==> src/rtl/conv_win_sched_if.sv <==
// Bundles the scheduler's bus-side signals: the column-store fetch
// handshake, the PE trigger/result path and the downstream result stream.
//
// Handshake rule for both valid/ready pairs (col_req/col_gnt and
// out_valid/out_ready): a transfer happens on a rising clock edge where both
// are high. Once the request/valid side is raised, it and its payload stay
// stable until that edge.
//
// Signals (master = scheduler side):
//   col_req, col_row, col_col   -> column fetch request and address
//   col_gnt                     <- column fetch accepted this cycle
//   pe_trigger                  -> one-cycle window MAC start
//   res_valid, res_data         <- PE result strobe and signed value
//   out_valid, out_data,
//   out_row, out_col            -> captured result and its output position
//   out_ready                   <- downstream accepts
interface conv_win_sched_if #(
  parameter int IN_H  = 16,
  parameter int IN_W  = 15,
  parameter int RES_W = 24
);
  localparam int ROW_W = $clog2(IN_H);
  localparam int COL_W = $clog2(IN_W);

  logic                    col_req;
  logic [ROW_W-1:0]        col_row;
  logic [COL_W-1:0]        col_col;
  logic                    col_gnt;
  logic                    pe_trigger;
  logic                    res_valid;
  logic signed [RES_W-1:0] res_data;
  logic                    out_valid;
  logic                    out_ready;
  logic signed [RES_W-1:0] out_data;
  logic [ROW_W-1:0]        out_row;
  logic [COL_W-1:0]        out_col;

  modport master (
    output col_req, col_row, col_col, pe_trigger,
    output out_valid, out_data, out_row, out_col,
    input  col_gnt, res_valid, res_data, out_ready
  );

  modport slave (
    input  col_req, col_row, col_col, pe_trigger,
    input  out_valid, out_data, out_row, out_col,
    output col_gnt, res_valid, res_data, out_ready
  );
endinterface

==> src/rtl/conv_win_sched.sv <==
// Autonomous window scheduler. Walks output positions in raster order; for
// each one it fetches the image columns needed (a full K_W columns at the
// start of a row, one new column when sliding right), fires the PE, waits
// for its result and offers it downstream.
//
// Ports:
//   clk, rst_ni      clock, asynchronous active-low reset
//   start            begin one image pass (ignored while busy)
//   abort            synchronous abort back to IDLE, beats any handshake
//   busy             state != IDLE
//   done             one-cycle end-of-pass pulse
//   win_clear        one-cycle clear of the image circular register
//   dbg_state        current FSM state
//   bus              fetch / PE / result-stream interface (master side)
module conv_win_sched #(
  parameter int K_H   = 3,
  parameter int K_W   = 3,
  parameter int IN_H  = 16,
  parameter int IN_W  = 15,
  parameter int RES_W = 24,
  parameter int RELU  = 0
) (
  input  logic             clk,
  input  logic             rst_ni,
  input  logic             start,
  input  logic             abort,
  output logic             busy,
  output logic             done,
  output logic             win_clear,
  output logic [2:0]       dbg_state,
  conv_win_sched_if.master bus
);
  localparam int OUT_H = IN_H - K_H + 1;
  localparam int OUT_W = IN_W - K_W + 1;
  localparam int ROW_W = $clog2(IN_H);
  localparam int COL_W = $clog2(IN_W);
  localparam int CNT_W = $clog2(K_W + 1);

  localparam logic [ROW_W-1:0] LAST_OROW = ROW_W'(OUT_H - 1);
  localparam logic [COL_W-1:0] LAST_OCOL = COL_W'(OUT_W - 1);
  localparam logic [COL_W-1:0] LAST_NCOL = COL_W'(IN_W - 1);
  localparam bit               RELU_EN   = (RELU != 0);

  typedef enum logic [2:0] {
    S_IDLE = 3'd0,
    S_CLR  = 3'd1,
    S_LOAD = 3'd2,
    S_TRIG = 3'd3,
    S_WAIT = 3'd4,
    S_EMIT = 3'd5,
    S_DONE = 3'd6
  } state_t;

  state_t                  r_state, w_next;
  logic [ROW_W-1:0]        r_orow;
  logic [COL_W-1:0]        r_ocol;
  logic [COL_W-1:0]        r_ncol;
  logic [CNT_W-1:0]        r_ldcnt;
  logic [CNT_W-1:0]        r_need;
  logic signed [RES_W-1:0] r_out_data;
  logic [ROW_W-1:0]        r_out_row;
  logic [COL_W-1:0]        r_out_col;

  // Handshakes that actually take effect; abort discards all of them.
  logic w_start_acc, w_col_hs, w_res_hs, w_out_hs;
  logic w_ld_last, w_last_col, w_last_row;
  logic signed [RES_W-1:0] w_res_val;

  assign w_start_acc = (r_state == S_IDLE) && start && !abort;
  assign w_col_hs    = (r_state == S_LOAD) && bus.col_gnt && !abort;
  assign w_res_hs    = (r_state == S_WAIT) && bus.res_valid && !abort;
  assign w_out_hs    = (r_state == S_EMIT) && bus.out_ready && !abort;
  assign w_ld_last   = (r_ldcnt == r_need - CNT_W'(1));
  assign w_last_col  = (r_ocol == LAST_OCOL);
  assign w_last_row  = (r_orow == LAST_OROW);
  assign w_res_val   = (RELU_EN && bus.res_data[RES_W-1]) ? '0 : bus.res_data;

  always_comb begin
    w_next = r_state;
    case (r_state)
      S_IDLE: if (start) w_next = S_CLR;
      S_CLR:  w_next = S_LOAD;
      S_LOAD: if (bus.col_gnt && w_ld_last) w_next = S_TRIG;
      S_TRIG: w_next = S_WAIT;
      S_WAIT: if (bus.res_valid) w_next = S_EMIT;
      S_EMIT: begin
        if (bus.out_ready) begin
          if (!w_last_col)      w_next = S_LOAD;
          else if (!w_last_row) w_next = S_CLR;
          else                  w_next = S_DONE;
        end
      end
      S_DONE: w_next = S_IDLE;
      default: w_next = S_IDLE;
    endcase
    // Also blocks start in IDLE when both arrive together.
    if (abort) w_next = S_IDLE;
  end

  always_ff @(posedge clk or negedge rst_ni) begin
    if (!rst_ni) begin
      r_state    <= S_IDLE;
      r_orow     <= '0;
      r_ocol     <= '0;
      r_ncol     <= '0;
      r_ldcnt    <= '0;
      r_need     <= '0;
      r_out_data <= '0;
      r_out_row  <= '0;
      r_out_col  <= '0;
    end else begin
      r_state <= w_next;
      if (w_start_acc) begin
        r_orow <= '0;
        r_ocol <= '0;
      end
      if (r_state == S_CLR && !abort) begin
        r_ncol  <= '0;
        r_need  <= CNT_W'(K_W);
        r_ldcnt <= '0;
      end
      if (w_col_hs) begin
        // The last fetch of a row is column IN_W-1; hold there rather than
        // step past the image edge.
        if (r_ncol != LAST_NCOL) r_ncol <= r_ncol + COL_W'(1);
        r_ldcnt <= r_ldcnt + CNT_W'(1);
      end
      if (w_res_hs) begin
        r_out_data <= w_res_val;
        r_out_row  <= r_orow;
        r_out_col  <= r_ocol;
      end
      if (w_out_hs) begin
        if (!w_last_col) begin
          // Slide right: the window already holds K_W-1 of the columns.
          r_ocol  <= r_ocol + COL_W'(1);
          r_need  <= CNT_W'(1);
          r_ldcnt <= '0;
        end else if (!w_last_row) begin
          r_orow <= r_orow + ROW_W'(1);
          r_ocol <= '0;
        end
      end
    end
  end

  assign busy           = (r_state != S_IDLE);
  assign done           = (r_state == S_DONE);
  assign win_clear      = (r_state == S_CLR);
  assign dbg_state      = r_state;
  assign bus.col_req    = (r_state == S_LOAD);
  assign bus.col_row    = r_orow;
  assign bus.col_col    = r_ncol;
  assign bus.pe_trigger = (r_state == S_TRIG);
  assign bus.out_valid  = (r_state == S_EMIT);
  assign bus.out_data   = r_out_data;
  assign bus.out_row    = r_out_row;
  assign bus.out_col    = r_out_col;
endmodule

==> src/flat_wrapper.sv <==
// flat-port wrapper written by rule: the top's interface ports become plain ports
module conv_win_sched_flat 
#(
  parameter int K_H   = 3,
  parameter int K_W   = 3,
  parameter int IN_H  = 16,
  parameter int IN_W  = 15,
  parameter int RES_W = 24,
  parameter int RELU  = 0
)
  (clk, rst_ni, start, abort, busy, done, win_clear, dbg_state, bus_col_req, bus_col_row, bus_col_col, bus_pe_trigger, bus_out_valid, bus_out_data, bus_out_row, bus_out_col, bus_col_gnt, bus_res_valid, bus_res_data, bus_out_ready);
  conv_win_sched_if #(.IN_H(IN_H), .IN_W(IN_W), .RES_W(RES_W)) bus_i ();
  input  logic clk;
  input  logic rst_ni;
  input  logic start;
  input  logic abort;
  output logic busy;
  output logic done;
  output logic win_clear;
  output logic [2:0] dbg_state;
  output wire logic [$bits(bus_i.col_req)-1:0] bus_col_req;
  output wire logic [$bits(bus_i.col_row)-1:0] bus_col_row;
  output wire logic [$bits(bus_i.col_col)-1:0] bus_col_col;
  output wire logic [$bits(bus_i.pe_trigger)-1:0] bus_pe_trigger;
  output wire logic [$bits(bus_i.out_valid)-1:0] bus_out_valid;
  output wire logic [$bits(bus_i.out_data)-1:0] bus_out_data;
  output wire logic [$bits(bus_i.out_row)-1:0] bus_out_row;
  output wire logic [$bits(bus_i.out_col)-1:0] bus_out_col;
  input wire logic [$bits(bus_i.col_gnt)-1:0] bus_col_gnt;
  input wire logic [$bits(bus_i.res_valid)-1:0] bus_res_valid;
  input wire logic [$bits(bus_i.res_data)-1:0] bus_res_data;
  input wire logic [$bits(bus_i.out_ready)-1:0] bus_out_ready;
  assign bus_col_req = bus_i.col_req;
  assign bus_col_row = bus_i.col_row;
  assign bus_col_col = bus_i.col_col;
  assign bus_pe_trigger = bus_i.pe_trigger;
  assign bus_out_valid = bus_i.out_valid;
  assign bus_out_data = bus_i.out_data;
  assign bus_out_row = bus_i.out_row;
  assign bus_out_col = bus_i.out_col;
  assign bus_i.col_gnt = bus_col_gnt;
  assign bus_i.res_valid = bus_res_valid;
  assign bus_i.res_data = bus_res_data;
  assign bus_i.out_ready = bus_out_ready;
  conv_win_sched #(.K_H(K_H), .K_W(K_W), .IN_H(IN_H), .IN_W(IN_W), .RES_W(RES_W), .RELU(RELU)) u_core (.clk(clk), .rst_ni(rst_ni), .start(start), .abort(abort), .busy(busy), .done(done), .win_clear(win_clear), .dbg_state(dbg_state), .bus(bus_i));
endmodule
==> config.mk <==
export PLATFORM = sky130hd
export DESIGN_NAME = conv_win_sched_flat
export DESIGN_NICKNAME = d
export VERILOG_FILES = /design/src/rtl/conv_win_sched_if.sv /design/src/rtl/conv_win_sched.sv /design/src/flat_wrapper.sv
export SDC_FILE = /design/constraint.sdc
export NUM_CORES = 1
export LEC_CHECK = 0
export ABC_AREA = 1
export CAP_MARGIN = 15
export CORE_MARGIN = 2
export CORE_UTILIZATION = 45
export CTS_CLUSTER_SIZE = 40
export DETAILED_ROUTE_END_ITERATION = 12
export GPL_TIMING_DRIVEN = 0
export PLACE_DENSITY = 0.81
export SYNTH_ARGS = -nofsm -noshare
export SYNTH_HDL_FRONTEND = slang
export SYNTH_SLANG_ARGS = --single-unit
==> constraint.sdc <==
create_clock -name clk -period 2.5 [get_ports clk]
set_clock_uncertainty 0.15 [all_clocks]
set_input_delay 0.75 -clock clk [delete_from_list [all_inputs] [get_ports clk]]
set_output_delay 0.75 -clock clk [all_outputs]
set_load 0.05 [all_outputs]
# == After elaboration in Yosys (flattened, before gate mapping) ==
# Index checks and enable logic that the tools add are counted.
# totals
register_bits,51
latchBits,0
ramBits,0
mem_bits_ro,0
in_bits,31
output_inout_bits,49
elab_cells,68
n_memories,0
# op_classes
add_sub_neg,5
n_mul,0
n_div,0
magnitude_cmp,0
n_eq_ne,14
shift,0
mux,26
bitwise,0
reduce_logical,14
# op_table
cell,count
4-bit two-way mux,11
3-bit two-way mux,7
3-bit one-hot mux with 6 select lines,1
2-bit two-way mux,7
"4-bit by 1-bit adder with 4-bit output, second input constant",3
1-bit logical AND,10
"3-bit == test, second input constant",3
"4-bit == test, second input constant",2
"3-bit by 2-bit == test with 1-bit output, second input constant",2
"3-bit by 2-bit inequality test with 1-bit output, second input constant",2
"3-bit inequality test, second input constant",2
"4-bit inequality test, second input constant",1
4-bit AND reduction,1
"3-bit by 1-bit == test with 1-bit output, second input constant",1
3-bit zero test,1
3-bit nonzero test,1
"2-bit by 1-bit adder with 2-bit output, second input constant",1
2-bit == test,1
"2-bit by 1-bit subtractor with 2-bit output, second input constant",1
1-bit zero test,1

# == Depth between registers and ports, before layout ==
# logic_depth
depth_word,7
ltp_mapped,9
mapped_depth_nobuf,9

# == Worst setup path before layout ==
# Ideal clock, no wire load.
# synth_timing
kind,flip-flop to output port
startpoint,register u_core.r_state[2] (netlist: u_core.dbg_state[2])
endpoint,output port done
t_arrival_ns,1.957
t_required_ns,1.600
path_slack_ns,-0.357
stages_incl_launch_ff,3
n_path_buf,0
path_cell_list,dfrtp_1 -> inv_2 -> nor3_1
# synth_via
elab_chain_len,1
# synth_lines
element,line,text
start: declaration,conv_win_sched.sv:54,"state_t r_state, w_next;"
start signal: assignment,conv_win_sched.sv:112,r_state <= w_next;
3-bit == test,conv_win_sched.sv:148,assign done = (r_state == S_DONE);
end: declaration,flat_wrapper.sv:18,output logic done;
# No other way between the ends.

# == Final worst setup path ==
# layout_timing
startpoint,register u_core.r_orow[2] (netlist: u_core.bus.col_row[2])
endpoint,output port bus_col_row[2]
# layout_lines
element,line,text
start: declaration,conv_win_sched.sv:55,logic [ROW_W-1:0] r_orow;
start signal: assignment,conv_win_sched.sv:140,r_orow <= r_orow + ROW_W'(1);
end: declaration,flat_wrapper.sv:22,output wire logic [$bits(bus_i.col_row)-1:0] bus_col_row;
# No word-level cell between the ends.

==> impl_metrics.prom <==
# TYPE chip_impl_metric gauge
chip_impl_info{name="status",value="finished, final reports clean"} 1
chip_impl_metric{name="clk_transition_reported_paths",unit="ns"} 0.10
chip_impl_metric{name="synthesis.area_per_instance",unit="um2"} 9.62
chip_impl_metric{name="globalRoute.totalOverflow",unit=""} 0
chip_impl_metric{name="grt_pass1_vias",unit=""} 1900
chip_impl_info{name="worst_setup_path_start_kind",value="register"} 1
chip_impl_metric{name="finalSetupTns",unit="ns"} 0
chip_impl_metric{name="postSynthNetCount",unit=""} 289
chip_impl_metric{name="routed_wire_length_per_instance",unit="um"} 12.6
chip_impl_metric{name="synth-edff-count",unit=""} 0
chip_impl_metric{name="p_sw",unit="uW"} 1670
chip_impl_metric{name="fin_crit",unit="ns"} 2.44
chip_impl_metric{name="cts_max_level",unit=""} 2
chip_impl_metric{name="p_leak",unit="uW"} 0.00171
chip_impl_info{name="hold_path_class",value="input pin to asynchronous set/reset pin"} 1
chip_impl_metric{name="clock_insertion_delay_worst_skew",unit="ns"} 0.30
chip_impl_metric{name="yosys_warnings",unit=""} 0
chip_impl_metric{name="port_buffers",unit=""} 79
chip_impl_metric{name="timing.critical_path.fanout_max",unit=""} 5
chip_impl_metric{name="dieWidth",unit="um"} 77.4
chip_impl_info{name="worstReg2RegStart",value="u_core.dbg_state[1]"} 1
chip_impl_metric{name="placement.setup.worst_slack",unit="ns"} -0.126
chip_impl_metric{name="die_area",unit="mm2"} 0.00599
chip_impl_metric{name="async_reset_ff_share",unit="%"} 100
chip_impl_info{name="synth_top_cells_by_area",value="sky130_fd_sc_hd__dfrtp_1 (53%), sky130_fd_sc_hd__mux2_2 (11%), sky130_fd_sc_hd__nand2_1 (8.1%)"} 1
chip_impl_metric{name="place.detailed.hpwl",unit="um"} 3960
chip_impl_metric{name="synth_top_cell_area_share",unit="%"} 52.7
chip_impl_metric{name="nNetsFinal",unit=""} 376
chip_impl_metric{name="synth_seq_area_share",unit="%"} 52.7
chip_impl_metric{name="num_io_pins",unit=""} 80
chip_impl_metric{name="syn-cell-area",unit="mm2"} 0.00242
chip_impl_metric{name="power.share.combinational",unit="%"} 51.1
chip_impl_info{name="cpLargestDelayFamily",value="buffers and inverters"} 1
chip_impl_metric{name="drt-initial-drc-count",unit=""} 131
chip_impl_metric{name="design_power_total",unit="uW"} 3670
chip_impl_metric{name="route.vias.total",unit=""} 2022
chip_impl_metric{name="flow.area_growth_from_synthesis",unit="%"} 42.0
chip_impl_metric{name="core-area",unit="mm2"} 0.00514
chip_impl_metric{name="holdBufCountCts",unit=""} 0
chip_impl_metric{name="chipHeight",unit="um"} 77.4
chip_impl_info{name="endpoint_kind",value="output pin"} 1
chip_impl_info{name="synth.largest_area_cell",value="sky130_fd_sc_hd__dfrtp_1"} 1
chip_impl_info{name="crit-reg2reg-capture",value="u_core.r_ocol[2]"} 1
chip_impl_metric{name="n_antenna_cell",unit=""} 0
chip_impl_metric{name="fmax",unit="MHz"} 409
chip_impl_info{name="worst-setup-path-type",value="register to output pin"} 1
chip_impl_metric{name="grt_antenna_before_repair",unit=""} 0
chip_impl_metric{name="finalWorstSetupSlack",unit="ns"} 0.0565
chip_impl_info{name="cp_cell_sequence",value="clkdlybuf4s50_1"} 1
chip_impl_metric{name="timing.critical_path.slowest_cell_delay",unit="ns"} 0.83
chip_impl_info{name="tritoncts_clock_tree",value="yes"} 1
chip_impl_metric{name="timing.critical_path.required",unit="ns"} 1.60
chip_impl_metric{name="worstPathBufferInverterCount",unit=""} 1
chip_impl_metric{name="synthCells",unit=""} 252
chip_impl_info{name="synth_most_common_cell",value="sky130_fd_sc_hd__nand2_1"} 1
chip_impl_info{name="rsz0062_at_grt",value="no"} 1
chip_impl_metric{name="synth_cell_type_count",unit=""} 26
chip_impl_metric{name="drt_pre_antenna_iters",unit=""} 4
chip_impl_metric{name="worst_slew_pin_slew",unit="ns"} 0.731
chip_impl_metric{name="p_seq_share",unit="%"} 33.2
chip_impl_metric{name="via_per_inst",unit=""} 4.93
chip_impl_metric{name="stdcell_area",unit="mm2"} 0.00344
chip_impl_metric{name="placedInstanceArea",unit="mm2"} 0.00333
chip_impl_info{name="synth-main-ff-cell",value="sky130_fd_sc_hd__dfrtp_1"} 1
chip_impl_metric{name="worst_setup_slack_for_register_to_register_paths",unit="ns"} 0.78
chip_impl_metric{name="holdWs",unit="ns"} 0.339
chip_impl_info{name="timing.critical_path.slowest_stage_cell",value="sky130_fd_sc_hd__clkdlybuf4s50_1"} 1
chip_impl_metric{name="n_fill_cell",unit=""} 402
chip_impl_metric{name="drt_drc_violations_left",unit=""} 0
chip_impl_metric{name="clock_tree.buffer_depth",unit=""} 2
chip_impl_metric{name="reg2regPathDepth",unit=""} 6
chip_impl_metric{name="gp_congestion",unit=""} 0.853
chip_impl_metric{name="initial_utilization",unit="%"} 47.2
chip_impl_metric{name="clock_buffer_count_from_cts",unit=""} 5
chip_impl_metric{name="worstPathArrival",unit="ns"} 1.54
chip_impl_metric{name="hold_viol_final",unit=""} 0
chip_impl_info{name="synth.top_cells.by_count",value="sky130_fd_sc_hd__nand2_1 (52), sky130_fd_sc_hd__dfrtp_1 (51), sky130_fd_sc_hd__inv_1 (30), sky130_fd_sc_hd__mux2_2 (23), sky130_fd_sc_hd__nand3_1 (23)"} 1
chip_impl_metric{name="final_setup_viols",unit=""} 0
chip_impl_metric{name="grt_util_all_layers",unit="%"} 18.0
chip_impl_metric{name="grt_first_pass_wirelength",unit="um"} 8790
chip_impl_metric{name="relSlewSlack",unit="%"} 51.3
chip_impl_metric{name="yosys_register_bits",unit=""} 51
chip_impl_metric{name="postRouteWirelength",unit="um"} 5160
chip_impl_metric{name="p_int",unit="uW"} 2000
chip_impl_metric{name="floorplan.rows",unit=""} 26
chip_impl_metric{name="grt_max_degree",unit=""} 31
chip_impl_metric{name="timing_max_transition_violations_final",unit=""} 0
chip_impl_info{name="root_driver",value="sky130_fd_sc_hd__clkbuf_8"} 1
chip_impl_metric{name="drv.max_cap_violation_count",unit=""} 0
chip_impl_metric{name="power.ir.vdd_worst",unit="uV"} 571
chip_impl_metric{name="power.clock.fraction",unit="%"} 15.8
chip_impl_metric{name="drive_gt1_share",unit="%"} 17.4
chip_impl_metric{name="p_sw_share",unit="%"} 45.5
chip_impl_metric{name="numClockSinks",unit=""} 51
chip_impl_metric{name="min_period_over_period",unit="%"} 97.7
chip_impl_metric{name="power.density",unit="mW/mm2"} 1070
chip_impl_metric{name="ant_nets",unit=""} 0
-- flip-flops by register name, indices dropped and copies added (netlist names) --
register	count
u_core.r_need	2
u_core.bus.out_col	4
u_core.r_ocol	4
u_core.bus.out_row	4
u_core.r_ldcnt	2
u_core.bus.out_data	24
u_core.bus.col_row	4
u_core.dbg_state	3
u_core.bus.col_col	4
-- final cells by class --
class	count	area [um2]	area share [%]
sequential	51	1280	37.1
multi-input combinational	161	993	28.9
timing repair buffer	80	808	23.5
inverter	36	135	3.93
tap	70	87.6	2.55
clock buffer	5	68.8	2.00
clock inverter	3	46.3	1.35
buffer	4	23.8	0.691
-- kinds of logic after synthesis --
| kind of cell | after synthesis | synth area share, % |
|---|---|---|
| simple gates | 102 | 19.7 |
| fa+ha+maj | 6 | 3.10 |
| buf+inv | 40 | 6.56 |
| xor+xnor | 3 | 1.08 |
| flops | 51 | 52.7 |
| mux | 24 | 11.2 |
| compound gates | 26 | 5.73 |
-- through the flow --
step | instances | utilization (%)
2_1_floorplan | 252 | -
4_1_cts | 410 | 67.0
3_3_place_gp | 401 | 64.3
6_report | 410 | 66.9
3_5_place_dp | 402 | 64.8
5_1_grt | 410 | 66.9
-- worst max-delay path by stage --
| stage | startpoint | slack (ns) | to | cells past startpoint |
|---|---|---|---|---|
| 5_1_grt | u_core.bus.col_row[1] | 0.006 | bus_col_row[1] | 1 |
| 3_5_place_dp | abort | -0.13 | u_core.bus.out_data[1] | 5 |
| 2_1_floorplan | u_core.dbg_state[0] | 0.002 | bus_out_valid | 2 |
| 3_3_place_gp | rst_ni | -0.99 | u_core.bus.col_row[0] | 1 |
| 4_1_cts | u_core.dbg_state[2] | 0.01 | bus_col_req | 4 |
| 6_report | u_core.bus.col_row[2] | 0.06 | bus_col_row[2] | 1 |
-- cells in the final DEF, fill, tap and decap left out, types with 4 or more instances in the layout --
master,instances
sky130_fd_sc_hd__clkdlybuf4s50_1,64
sky130_fd_sc_hd__nand2_1,52
sky130_fd_sc_hd__dfrtp_1,50
sky130_fd_sc_hd__inv_1,30
sky130_fd_sc_hd__nand3_1,23
sky130_fd_sc_hd__mux2_2,23
sky130_fd_sc_hd__o21ai_0,17
sky130_fd_sc_hd__nor2_1,9
sky130_fd_sc_hd__inv_2,6
sky130_fd_sc_hd__ha_1,6
sky130_fd_sc_hd__nand4_1,5
sky130_fd_sc_hd__buf_2,5
sky130_fd_sc_hd__clkbuf_8,5
sky130_fd_sc_hd__dlymetal6s2s_1,5
sky130_fd_sc_hd__a21oi_1,4
sky130_fd_sc_hd__dlygate4sd2_1,4
-- power groups by stage --
stage          clock network [uW]  logic [uW]  registers [uW]
2_1_floorplan                   0         483            2000
3_3_place_gp                    0        1890            1210
3_5_place_dp                    0        1920            1230
4_1_cts                       597        1900            1210
5_1_grt                       628        1960            1250
6_report                      578        1870            1220
-- what timing repair did --
action / in CTS / in global routing
cloned: 0 / 0
endpoints found under the setup margin: 9 / 9
gates resized for setup: 19 / 12
buffers inserted: 0 / 0
-- layer usage --
layer  GRT usage (%)  vias to the layer above  share of wire [%]
met4            3.57                        0               0.74
met2            29.0                       94                 44
met3            4.19                        6                6.8
li1                -                      995                  -
met1            25.1                      927                 48
met5               0                        -                  0
No activity file was read; power rests on OpenSTA's default activity.
